### src/rtl/cp0_pkg.sv
// Shared constants for the coprocessor-0 register file: register numbers, SR bit layout
// and the mask of SR bits software can actually hold.
package cp0_pkg;

    localparam logic [4:0] CP0_SR    = 5'd12;
    localparam logic [4:0] CP0_CAUSE = 5'd13;
    localparam logic [4:0] CP0_EPC   = 5'd14;
    localparam logic [4:0] CP0_PRID  = 5'd15;

    localparam int IM_LO   = 10;
    localparam int IM_HI   = 15;
    localparam int EXL_BIT = 1;
    localparam int IE_BIT  = 0;

    localparam int IM_W = IM_HI - IM_LO + 1;

    localparam logic [31:0] SR_MASK = 32'h0000_FC03;

endpackage

### src/rtl/cp0_regfile.sv
// Coprocessor-0 register file (SR, Cause, EPC, PRId) and interrupt request gate for the
// multicycle core; handles MTC0/MFC0 plus the interrupt entry and ERET side effects.
module cp0_regfile
    import cp0_pkg::*;
#(
    parameter logic [31:0] PRID   = 32'h4C59_0001,
    parameter logic [31:0] SR_RST = 32'h0000_0000
) (
    input  logic        clk,
    input  logic        rst,
    input  logic [4:0]  Sel,
    input  logic [31:0] DIn,
    input  logic [29:0] PC,
    input  logic [5:0]  HWInt,
    input  logic        Wen,
    input  logic        EXLSet,
    input  logic        EXLClr,
    input  logic        EPCWr,
    output logic        IntReq,
    output logic [29:0] EPC,
    output logic [31:0] DOut
);

    logic [31:0]     sr_reg;
    logic [IM_W-1:0] ip_reg;
    logic [29:0]     epc_reg;
    logic            mtc0_we;
    logic [IM_W-1:0] int_hit;

    // Any controller side-effect strobe suppresses the plain MTC0 write.
    assign mtc0_we = Wen & ~EXLSet & ~EXLClr & ~EPCWr;

    always_ff @(posedge clk) begin
        if (rst) begin
            sr_reg  <= SR_RST & SR_MASK;
            ip_reg  <= '0;
            epc_reg <= '0;
        end else begin
            ip_reg <= HWInt;

            if (EXLSet)
                sr_reg[EXL_BIT] <= 1'b1;
            else if (EXLClr)
                sr_reg[EXL_BIT] <= 1'b0;
            else if (mtc0_we && Sel == CP0_SR)
                sr_reg <= DIn & SR_MASK;

            if (EPCWr)
                epc_reg <= PC;
            else if (mtc0_we && Sel == CP0_EPC)
                epc_reg <= DIn[31:2];
        end
    end

    genvar gi;
    generate
        for (gi = 0; gi < IM_W; gi++) begin : g_hit
            assign int_hit[gi] = ip_reg[gi] & sr_reg[IM_LO + gi];
        end
    endgenerate

    assign IntReq = (|int_hit) & sr_reg[IE_BIT] & ~sr_reg[EXL_BIT];
    assign EPC    = epc_reg;

    always_comb begin
        DOut = 32'h0;
        case (Sel)
            CP0_SR:    DOut = sr_reg;
            CP0_CAUSE: DOut = {16'h0, ip_reg, 10'h0};
            CP0_EPC:   DOut = {epc_reg, 2'b00};
            CP0_PRID:  DOut = PRID;
            default:   DOut = 32'h0;
        endcase
    end

endmodule

### config.mk
export PLATFORM = sky130hd
export DESIGN_NAME = cp0_regfile
export DESIGN_NICKNAME = d
export VERILOG_FILES = /design/src/rtl/cp0_pkg.sv /design/src/rtl/cp0_regfile.sv
export SDC_FILE = /design/constraint.sdc
export NUM_CORES = 1
export LEC_CHECK = 0
export ABC_AREA = 1
export CAP_MARGIN = 25
export CORE_UTILIZATION = 38
export CTS_CLUSTER_SIZE = 24
export DETAILED_ROUTE_END_ITERATION = 12
export HOLD_SLACK_MARGIN = 0.1
export PLACE_DENSITY = 0.81
export SYNTH_ARGS = -nofsm -noshare
export SYNTH_HDL_FRONTEND = slang
export SYNTH_SLANG_ARGS = --single-unit
### constraint.sdc
create_clock -name clk -period 1.3 [get_ports clk]
set_clock_uncertainty 0.15 [all_clocks]
set_input_delay 0.26 -clock clk [delete_from_list [all_inputs] [get_ports clk]]
set_output_delay 0.26 -clock clk [all_outputs]
set_load 0.005 [all_outputs]
[Yosys cells after proc, flatten, opt, wreduce, memory -nomap -nowiden]
Index checks and enable logic that the tools add are counted.
Word-level totals
  register bits: 44
  output and inout bits: 63
Operators by class
  equal/unequal tests: 4
  muxes and demuxes: 6
  bitwise operators: 15
  reductions and logical operators: 6
Operators with widths (number)
  $pmux W32 S4: 1
  $mux W30: 2
  $eq A5 B4 Y1 const B: 4
  $and A1 B1 Y1: 11
  $reduce_or A6 Y1: 1
  $not A1 Y1: 4
  $reduce_and A3 Y1: 1
  $reduce_bool A3 Y1: 1
  $logic_and A1 B1 Y1: 2
  $mux W1: 2
  $mux W2: 1
  $reduce_bool A2 Y1: 1

[Logic depth before layout (Yosys ltp)]
  depth in word-level cells: 8
  depth in mapped cells: 8
  depth with buffers taken out: 8

[Worst setup path before layout]
Ideal clock, no wire load.
  path type: input to output
  start: input port Sel[4]
  end: output port DOut[18]
  arrival time: 935 ps
  setup slack: -45 ps
  cell stages on the path: 6
  path through: inv_1 -> nand2_1 -> nor2_4 -> inv_1 -> buf_2 -> nor2_1
Between the ends
  longest elaborated chain between the ends: 2
  elaborated cells between the ends (all ways): 5
RTL lines
  start: declaration: line cp0_regfile.sv:11  | input logic [4:0] Sel,
  $eq A5 B4 Y1: line cp0_regfile.sv:67  | case (Sel)
  $pmux W32 S4 *: line cp0_regfile.sv:67
  end: declaration: line cp0_regfile.sv:21  | output logic [31:0] DOut
Every way passes the cells marked *; elsewhere a longest branch is shown, timed or not.

[Final worst setup path]
  start: input port Sel[0]
  end: output port DOut[25]
Same word-level chain as after synthesis.

==> summary.md <==
| Metric | Value |
|---|---|
| Via count | 3445 |
| Syn Area/Cell | 6.054 µm² |
| Maxcap violations | 0 |
| CTS tree | built |
| Io pins | 142 |
| Clock-pin slew on the worst setup and hold paths | 90 ps |
| Final nets | 679 |
| DRC | 0 |
| Syn nets | 475 |
| Synth Area in Compound Gates | 0.08925 |
| CTS buffer count | 5 |
| Slew @ Worst Pin | 338.2 ps |
| Post-synth ARST share | 0 |
| Leakage | 2.413 nW |
| Synth Flop Type | dfxtp_1 |
| Die W | 81.43 µm |
| Global-route wire length before repair | 13920 µm |
| CP Data Required Time | 890 ps |
| Largest register FFs | 30 |
| Final setup fails | 67 |
| Mapped Area | 2397 µm² |
| EDFF count, synth | 0 |
| Synth Area in Adders | 0 |
| Sink Count | 44 |
| Vias per cell | 5.096 |
| Critical Path, Cell by Cell | buf_8, inv_6, nand3_4, nor2_4, buf_12, buf_6, inv_8, nor2_2, clkdlybuf4s15_2 |
| Pwr/cell area | 724.5 nW/µm² |
| Synth warnings | 0 |
| Slew margin rel. | 0.7745 |
| Synth cell types | 22 |
| Cell row count | 28 |
| Final instance area | 4959 µm² |
| WP data arrival | 1200 ps |
| Status | complete, but fails checks |
| N_diodes | 0 |
| Post-synthesis mux area share | 0 |
| Post-synthesis sequential area ratio | 0.3674 |
| Largest family of logic cells by synthesized area | simple AND/OR/NAND/NOR gates |
| Port Buffer Count | 141 |
| Fmax | 622.7 MHz |
| Simple-gate share of the synthesized area | 0.4368 |
| Final worst slack | -305.9 ps |
| Final period utilization | 1.235 |
| Hold crit path type | input pin to flop |
| Die Y | 81.43 µm |
| Final Hold Viols | 0 |
| Top delay family on crit path | buffers and inverters |
| Largest net degree at the start of global routing | 37 |
| Initial antenna violation count | 0 |
| Violated checks | setup timing |
| DR iter-0 viols | 120 |
| Crit path buffers/inverters | 6 |
| Starting Density | 0.4002 |
| Layout Area Growth over Synthesis | 106.8% |
| Clock Tree Buf Depth | 2 |
| Util after Layout | 0.8277 |
| Mapped Cells | 396 |
| Core area | 5991 µm² |
| Clk Latency, worst-skew pair | 280 ps |
| Detail Route Antenna Nets | 0 |
| Hold_buf cts | 0 |
| Gr usage total | 0.2747 |
| Max Slew Vio Count | 0 |
| Commonest non-fill, non-tap cells in the layout | nand2_1 (143), clkdlybuf4s50_1 (69), buf_4 (48) |
| Crit path kind | input pin to primary output |
| Crit. End Element | primary output |
| Placed Area | 4289 µm² |
| DP HPWL | 6400 µm |
| TritonRoute pass-1 iters | 5 |
| Htree depth | 2 |
| CTS root buffer | clkbuf_8 |
| Critical-path top delay cell | clkdlybuf4s15_2 |
| RSZ-0062 raised after global routing | true |
| Die Area | 6630 µm² |
| IR drop worst, VDD | 0.5060 mV |
| Avg WL per Cell | 15.38 µm |
| Final Routed Wirelength | 10400 µm |
| Gpl congestion | 0.8898 |
| #FFs+latches synth | 44 |
| Xor and xnor area share after synthesis | 0 |
| Commonest non-fill, non-tap cell in the layout | nand2_1 |
| Fillers | 385 |
| CP max stage delay | 210 ps |
| Min cycle time layout | 1606 ps |
| Crit path max fanout | 8 |
| Critical Path Start Type | input pin |
| Vias in the first global route | 3095 |
| Share of layout cells above drive strength 1 | 0.4509 |
| Gr ovfl total | 0 |
[power by group]
group,switching [mW],internal [mW]
sequential,0.0477,1.43
clock,0.472,0.679
combinational,0.414,0.553
total,0.934,2.66
[cells by family after synthesis]
kind of cell	after synthesis
simple gates	252
buf+inv	59
flops	44
compound gates	41
[synth_stat cells, types with 3 or more instances]
master / n / share of area
nor2_1: 42 / 0.066
nand3_1: 38 / 0.079
o21ai_0: 8 / 0.017
buf_1: 3 / 0.0047
nand2_1: 163 / 0.26
clkbuf_1: 7 / 0.011
buf_2: 9 / 0.019
dfxtp_1: 44 / 0.37
a21oi_1: 30 / 0.063
inv_1: 34 / 0.053
buf_6: 3 / 0.014
[cell type report]
type / count / area [µm²] / share of cell area
repair inverters: 1 / 8.758 / 0.001766
clock inverters: 1 / 30.03 / 0.006056
multi-input cells: 293 / 1599 / 0.3225
flip-flops and latches: 44 / 927.1 / 0.1870
well taps: 75 / 93.84 / 0.01893
clock buffers: 7 / 96.34 / 0.01943
inverters: 37 / 161.4 / 0.03255
repair buffers: 218 / 2042 / 0.4118
[metal layers]
metal	track usage	part of all wire	vias up
li1	-	-	1635
met1	0.2989	0.38	1631
met2	0.5000	0.52	149
met3	0.05667	0.065	30
met4	0.1375	0.032	0
met5	0	0	-
[worst min-delay path, stage by stage]
cell and delay, ps:
clkdlybuf4s50_1 390, inv_1 50, nor2_1 30
[timing repair]
item	4_1_cts	5_1_grt
buffers inserted	13	6
cloned	1	3
setup endpoints to repair	101	89
gates resized for setup	333	119
pin swaps	23	18
[worst paths after layout]
path              cells past startpoint       from  slack, ps         to
setup / recovery                      9     Sel[0]       -310   DOut[25]
hold / removal                        3   HWInt[5]        300  ip_reg[5]
setup reg to reg                      7  sr_reg[1]        250  sr_reg[1]
hold reg to reg                       2    EPC[18]        350    EPC[18]
[stage by stage]
stage	TNS [ps]	hold WS, ps	worst slack [ps]	std cells	power, mW
after floorplan	0	217.0	3.026	396	1.759
after global placement	-55900	331.1	-987.9	647	2.287
after detailed placement	-58410	342.6	-1041	647	2.307
after CTS	-14290	257.9	-306.8	669	3.438
after global routing	-16480	326.0	-342.4	676	3.722
final	-13830	304.6	-305.9	676	3.593
No activity file was read; power rests on OpenSTA's default activity.
